==> src/rtl/bus_master_if.sv <==
// bus_master_if: turns a CPU load/store request into an arbitrated, strobed bus transaction with timeout.
module bus_master_if #(
  parameter int TIMEOUT = 16,
  parameter int CNT_W   = 5
) (
  input  logic        clk,
  input  logic        reset_,
  input  logic        cpu_req,
  input  logic        cpu_rw,
  input  logic [29:0] cpu_addr,
  input  logic [31:0] cpu_wr_data,
  output logic [31:0] cpu_rd_data,
  output logic        cpu_busy,
  output logic        cpu_done,
  output logic        cpu_err,
  output logic        bus_req_,
  input  logic        bus_grnt_,
  output logic        bus_as_,
  output logic        bus_rw,
  output logic [29:0] bus_addr,
  output logic [31:0] bus_wr_data,
  input  logic [31:0] bus_rd_data,
  input  logic        bus_rdy_
);
  typedef enum logic [1:0] {IDLE, REQ, ACCESS, WAIT} state_t;
  state_t state, next_state;
  logic [CNT_W-1:0] cnt, cnt_d;
  logic [31:0] rd_data_d, wr_data_d;
  logic [29:0] addr_d;
  logic rw_d, done_d, err_d, active, hit, expire, accept;
  assign active = state == ACCESS || state == WAIT;
  assign accept = state == IDLE && cpu_req;
  assign hit    = active && !bus_rdy_;
  assign expire = active && bus_rdy_ && cnt == CNT_W'(TIMEOUT - 1);
  always_comb begin
    next_state = state == IDLE ? (cpu_req ? REQ : IDLE)
               : state == REQ  ? (bus_grnt_ ? REQ : ACCESS)
               : (hit || expire) ? IDLE : WAIT;
  end
  // ready beats an expiring counter, so a slave answering on the last cycle still completes cleanly
  always_comb begin
    done_d    = hit || expire;
    err_d     = expire;
    cnt_d     = state == REQ ? '0 : active ? cnt + 1'b1 : cnt;
    rd_data_d = bus_rw && hit ? bus_rd_data : bus_rw && expire ? 32'h0 : cpu_rd_data;
    rw_d      = accept ? cpu_rw : bus_rw;
    addr_d    = accept ? cpu_addr : bus_addr;
    wr_data_d = accept ? cpu_wr_data : bus_wr_data;
  end
  always_ff @(posedge clk) begin
    if (!reset_) begin
      state       <= IDLE;
      cnt         <= '0;
      bus_req_    <= 1'b1;
      bus_as_     <= 1'b1;
      bus_rw      <= 1'b1;
      bus_addr    <= '0;
      bus_wr_data <= '0;
      cpu_rd_data <= '0;
      cpu_busy    <= 1'b0;
      cpu_done    <= 1'b0;
      cpu_err     <= 1'b0;
    end else begin
      state       <= next_state;
      cnt         <= cnt_d;
      bus_req_    <= next_state == IDLE;
      bus_as_     <= next_state != ACCESS;
      bus_rw      <= rw_d;
      bus_addr    <= addr_d;
      bus_wr_data <= wr_data_d;
      cpu_rd_data <= rd_data_d;
      cpu_busy    <= next_state != IDLE;
      cpu_done    <= done_d;
      cpu_err     <= err_d;
    end
  end
endmodule
==> config.mk <==
export PLATFORM = sky130hd
export DESIGN_NAME = bus_master_if
export DESIGN_NICKNAME = d
export VERILOG_FILES = /design/src/rtl/bus_master_if.sv
export SDC_FILE = /design/constraint.sdc
export NUM_CORES = 1
export LEC_CHECK = 0
export CAP_MARGIN = 10
export CORE_MARGIN = 5
export CORE_UTILIZATION = 42
export CTS_BUF_LIST = sky130_fd_sc_hd__clkbuf_16
export DETAILED_ROUTE_END_ITERATION = 8
export PLACE_DENSITY = 0.89
export REMOVE_ABC_BUFFERS = 1
export SETUP_SLACK_MARGIN = 0.2
export SLEW_MARGIN = 20
export SYNTH_ARGS = -nofsm -noshare
export SYNTH_HDL_FRONTEND = slang
export SYNTH_SLANG_ARGS = --single-unit
==> constraint.sdc <==
create_clock -name clk -period 4.3 [get_ports clk]
set_input_delay 1.075 -clock clk [delete_from_list [all_inputs] [get_ports clk]]
set_output_delay 1.075 -clock clk [all_outputs]
set_load 0.01 [all_outputs]
### Word level (Yosys, flattened, before mapping)

Index checks and enable logic that the tools add are counted.

| word-level totals | value |
|---|---|
| input port bits | 100 |
| word-level logic and storage cells | 39 |
| output and inout port bits | 100 |
| register bits | 107 |

| cells by class | value |
|---|---|
| reductions and logical operators | 14 |
| eq/ne operators | 5 |
| bitwise gates (word level) | 1 |
| multiplexer cells | 7 |
| add/sub/neg operators | 1 |

Operators with widths:

| kind | count |
|---|---|
| 32-bit two-way mux | 2 |
| 2-bit two-way mux | 4 |
| 1-bit logical AND | 6 |
| 5-bit by 1-bit adder with 5-bit output, second input constant | 1 |
| 5-bit by 4-bit == test with 1-bit output, second input constant | 1 |
| 2-bit == test, second input constant | 2 |
| 2-bit logical NOT | 2 |
| 2-bit nonzero test | 2 |
| 2-bit by 1-bit == test with 1-bit output, second input constant | 1 |
| 1-bit logical OR | 2 |
| 2-bit inequality test, second input constant | 1 |
| 2-bit OR reduction | 1 |
| 1-bit logical NOT | 1 |
| 1-bit two-way mux | 1 |
| 1-bit inverter | 1 |

### Logic depth before layout (Yosys ltp)

| logic depth | value |
|---|---|
| depth after elaboration | 9 |
| mapped depth | 7 |

### Worst setup path before layout

No wires, ideal clock.

| path | value |
|---|---|
| kind | input to register |
| start point | input port bus_rdy_ |
| end point | register cpu_rd_data[10] |
| data required time | 4183 ps |
| arrival | 1842 ps |
| cell stages on the path | 4 |
| setup slack | 2341 ps |
| cells stage by stage | and2b_1 > o21a_1 > buf_2 > a22o_1 |

| between the ends | value |
|---|---|
| cells in the longest elaborated chain, start to end | 4 |

Ends and longest elaborated chain:

| element | line | source |
|---|---|---|
| start, declared | 23 | `input logic bus_rdy_` |
| 1-bit logical NOT or 1-bit logical AND (tied branches) | 33, 34 |  |
| 1-bit logical AND, on equally long branches | 33, 34 |  |
| 1-bit logical AND | 45 | `rd_data_d = bus_rw && hit ? bus_rd_data : bus_rw && expire ? 32'h0 : cpu_rd_data;` |
| 32-bit two-way mux or 2-bit nonzero test (tied branches) | n/a |  |
| end signal, assigned | 71 | `cpu_rd_data <= rd_data_d;` |
| end, declared | 12 | `output logic [31:0] cpu_rd_data,` |

Parallel ways exist; a longest one is shown, timed or not.
A chain may end at the register's enable or synchronous reset.

### Final worst setup path

| path | value |
|---|---|
| start point | input port reset_ |
| end point | register bus_wr_data[22] |

RTL lines:

| element | line | source |
|---|---|---|
| start, declared | 7 | `input logic reset_,` |
| end signal, assigned | 70 | `bus_wr_data <= wr_data_d;` |
| end, declared | 21 | `output logic [31:0] bus_wr_data,` |

No word-level cell between the ends.

==> impl_metrics.tcl <==
set metrics [dict create \
    outcome "complete, no violations" \
    dieWidth_um 104 \
    dp_hpwl_um 7930 \
    critPathBufInv 2 \
    max_stage_delay_ns 0.71 \
    period_needed_ns 2.57 \
    cts_sinks 107 \
    cts_tree "done" \
    nFillCells 688 \
    syn-mean-instance-area_um2 9.18 \
    drive_gt1_share_pct 4.24 \
    cp_top_family "buffers and inverters" \
    worstSetupPathType "in -> reg" \
    cts_max_path_buffers 2 \
    finalPower_uw 2180 \
    synthToLayoutAreaGrowth_pct 60.7 \
    grt_pass1_wl_um 17400 \
    htreeDepth 3 \
    fin_worst_skew_ns 0.00852 \
    finalSetupTns_ns 0 \
    io_pins 200 \
    crit_path_max_fanout 68 \
    maxCapViolCount 0 \
    firstDrtPassIters 4 \
    antenna_found_initial 0 \
    cts_root_buf "clkbuf_16" \
    yosys_warnings 0 \
    ys_types 29 \
    diodes 0 \
    power.leakage_uw 0.00220 \
    placement.io_buffers 199 \
    cts_buffers 9 \
    wl_per_cell_um 15.5 \
    placed_area_um2 5630 \
    syn_area_um2 3690 \
    drc_errors 0 \
    required_ns 4.53 \
    wl_um 10800 \
    grt-ovfl-total 0 \
    peakVddDrop_v 0.000239 \
    holdBufCountCts 0 \
    hold_path_class "reg -> reg" \
    post_cts_resize_count 0 \
    antenna_left 0 \
    start_kind "primary input" \
    grt_pass1_vias 3507 \
    dieArea_um2 10800 \
    worst_skew_pair.late_latency_ns 0.33 \
    yosysSeqAreaShare_pct 58.1 \
    critPathArrivalTime_ns 2.80 \
    relSlewSlack_pct 43.1 \
    grt_start_max_net_pins 69 \
    power_density_nw_per_um2 368 \
    dr.first_iter.drc_count 110 \
    cp_slowest_cell "clkinv_2" \
    rows 34 \
    cts_setup_buffers 0 \
    ys_ff_latch 107 \
    worst_slew_pin_slew_ns 0.853 \
    track_usage_pct 19.2 \
    fin_area_um2 5930 \
    fmax_ghz 0.389 \
    cp-end-kind "register" \
    coreArea_um2 8640 \
    hold_violations 0 \
    synth_cells 402 \
    fp.dieH_um 104 \
    crit_chain "clkdlybuf4s50_1 -> clkinv_2 -> a21oi_1" \
    clk_pin_slew_ns 0.08 \
    rsz0062_at_grt "false" \
    vias 3482 \
    gp_congestion 0.771 \
    slew_viol_final 0 \
    finalSetupViolations 0 \
    final_net_count 687 \
    vias_per_cell 4.99 \
    min_period_over_period_pct 59.7 \
    start_util_pct 42.7 \
]
synthesized netlist by cell type (all sizes together):
cell	number	share of area, %
nand2	131	13
dfxtp	107	58
a21oi	67	9.1
a22o	32	7.6
buf	23	5.1
clkbuf	7	0.71
nor2	7	0.71
nor3b	4	0.95
inv	3	0.31
nand3	3	0.41
ha	2	0.68
mux2i	2	0.54
o21ai	2	0.27
or3	2	0.34
a31oi	1	0.17
and2b	1	0.20
and3	1	0.17
nand2b	1	0.17
nand3b	1	0.20
nor2b	1	0.17
nor3	1	0.14
o21a	1	0.20
or2	1	0.17
or3b	1	0.24
per-layer routing:
layer,track usage [%],wire (µm),up-vias
li1,-,-,1703
met1,22.0,4360,1615
met2,33.6,5280,148
met3,6.16,923,16
met4,6.20,240,0
met5,0,0,-
registers in the layout (all words and copies together), names as in the netlist:
name / flops
cpu_busy: 1
state: 2
cpu_err: 1
bus_req_: 1
bus_addr: 30
bus_as_: 1
cnt: 5
bus_wr_data: 32
cpu_rd_data: 32
bus_rw: 1
cpu_done: 1
final timing paths:
check	slack (ns)	cells after the start	to	startpoint
setup / recovery	1.73	3	bus_wr_data[22]$_SDFFE_PN0P_	reset_
hold / removal	0.46	2	bus_addr[25]$_SDFFE_PN0P_	bus_addr[25]$_SDFFE_PN0P_
setup reg to reg	2.08	7	cpu_rd_data[16]$_SDFFE_PN0P_	cnt[0]$_SDFFE_PP0N_
hold reg to reg	0.46	2	bus_addr[25]$_SDFFE_PN0P_	bus_addr[25]$_SDFFE_PN0P_
where the power goes:
part | internal, µW | switching, µW | total [µW]
clock network | 404 | 377 | 781
registers | 1040 | 29.3 | 1070
logic | 191 | 139 | 330
layout by cell type, fill, tap and decap left out:
cell             instances
a21oi_1                 67
a22o_1                  32
a31oi_1                  1
and2b_1                  1
and3_1                   1
buf_4                    2
buf_6                    1
clkbuf_16                9
clkdlybuf4s50_1        199
clkinv_2                 2
clkinvlp_4               2
dfxtp_1                107
ha_1                     2
inv_1                    2
inv_6                    2
inv_8                    2
mux2i_1                  2
nand2_1                130
nand2_2                  1
nand2b_1                 1
nand3_1                  3
nand3b_1                 1
nor2_1                   7
nor2b_1                  1
nor3_1                   1
nor3b_1                  2
nor3b_2                  1
nor3b_4                  1
o21a_1                   1
o21ai_0                  2
or2_2                    1
or3_1                    2
or3b_4                   1
layout make-up:
type | count | area (µm²) | area share (%)
sequential | 107 | 2140 | 36.1
clock buffer | 9 | 225 | 3.80
multi-input combinational | 262 | 1340 | 22.5
timing repair buffer | 202 | 2020 | 34.0
tap | 108 | 135 | 2.28
inverter | 3 | 12.5 | 0.211
clock inverter | 7 | 60.1 | 1.01
cells by family (layout without fill, tap and decap cells):
group           after synthesis  after routing  synth area share [%]
buf+inv                      33            221                  6.11
compound gates              103            103                  17.3
fa+ha+maj                     2              2                 0.678
mux                           2              2                 0.543
flops                       107            107                  58.1
simple gates                155            155                  17.3
tightest hold or removal path: stages (launching register included):
cell and delay (ns):
dfxtp_1 0.31, nand2_1 0.05, a21oi_1 0.05
per-stage QoR:
stage          std cells  worst slack [ns]  hold slack, ns  util [%]
2_1_floorplan        372            -0.470           0.466         -
3_3_place_gp         681              1.28           0.441      65.2
3_5_place_dp         681              1.21           0.445      65.2
4_1_cts              697              1.55           0.455      68.5
5_1_grt              698              1.55           0.468      68.6
6_report             698              1.73           0.455      68.6
Note: power is estimated with default switching activity, not from simulation.
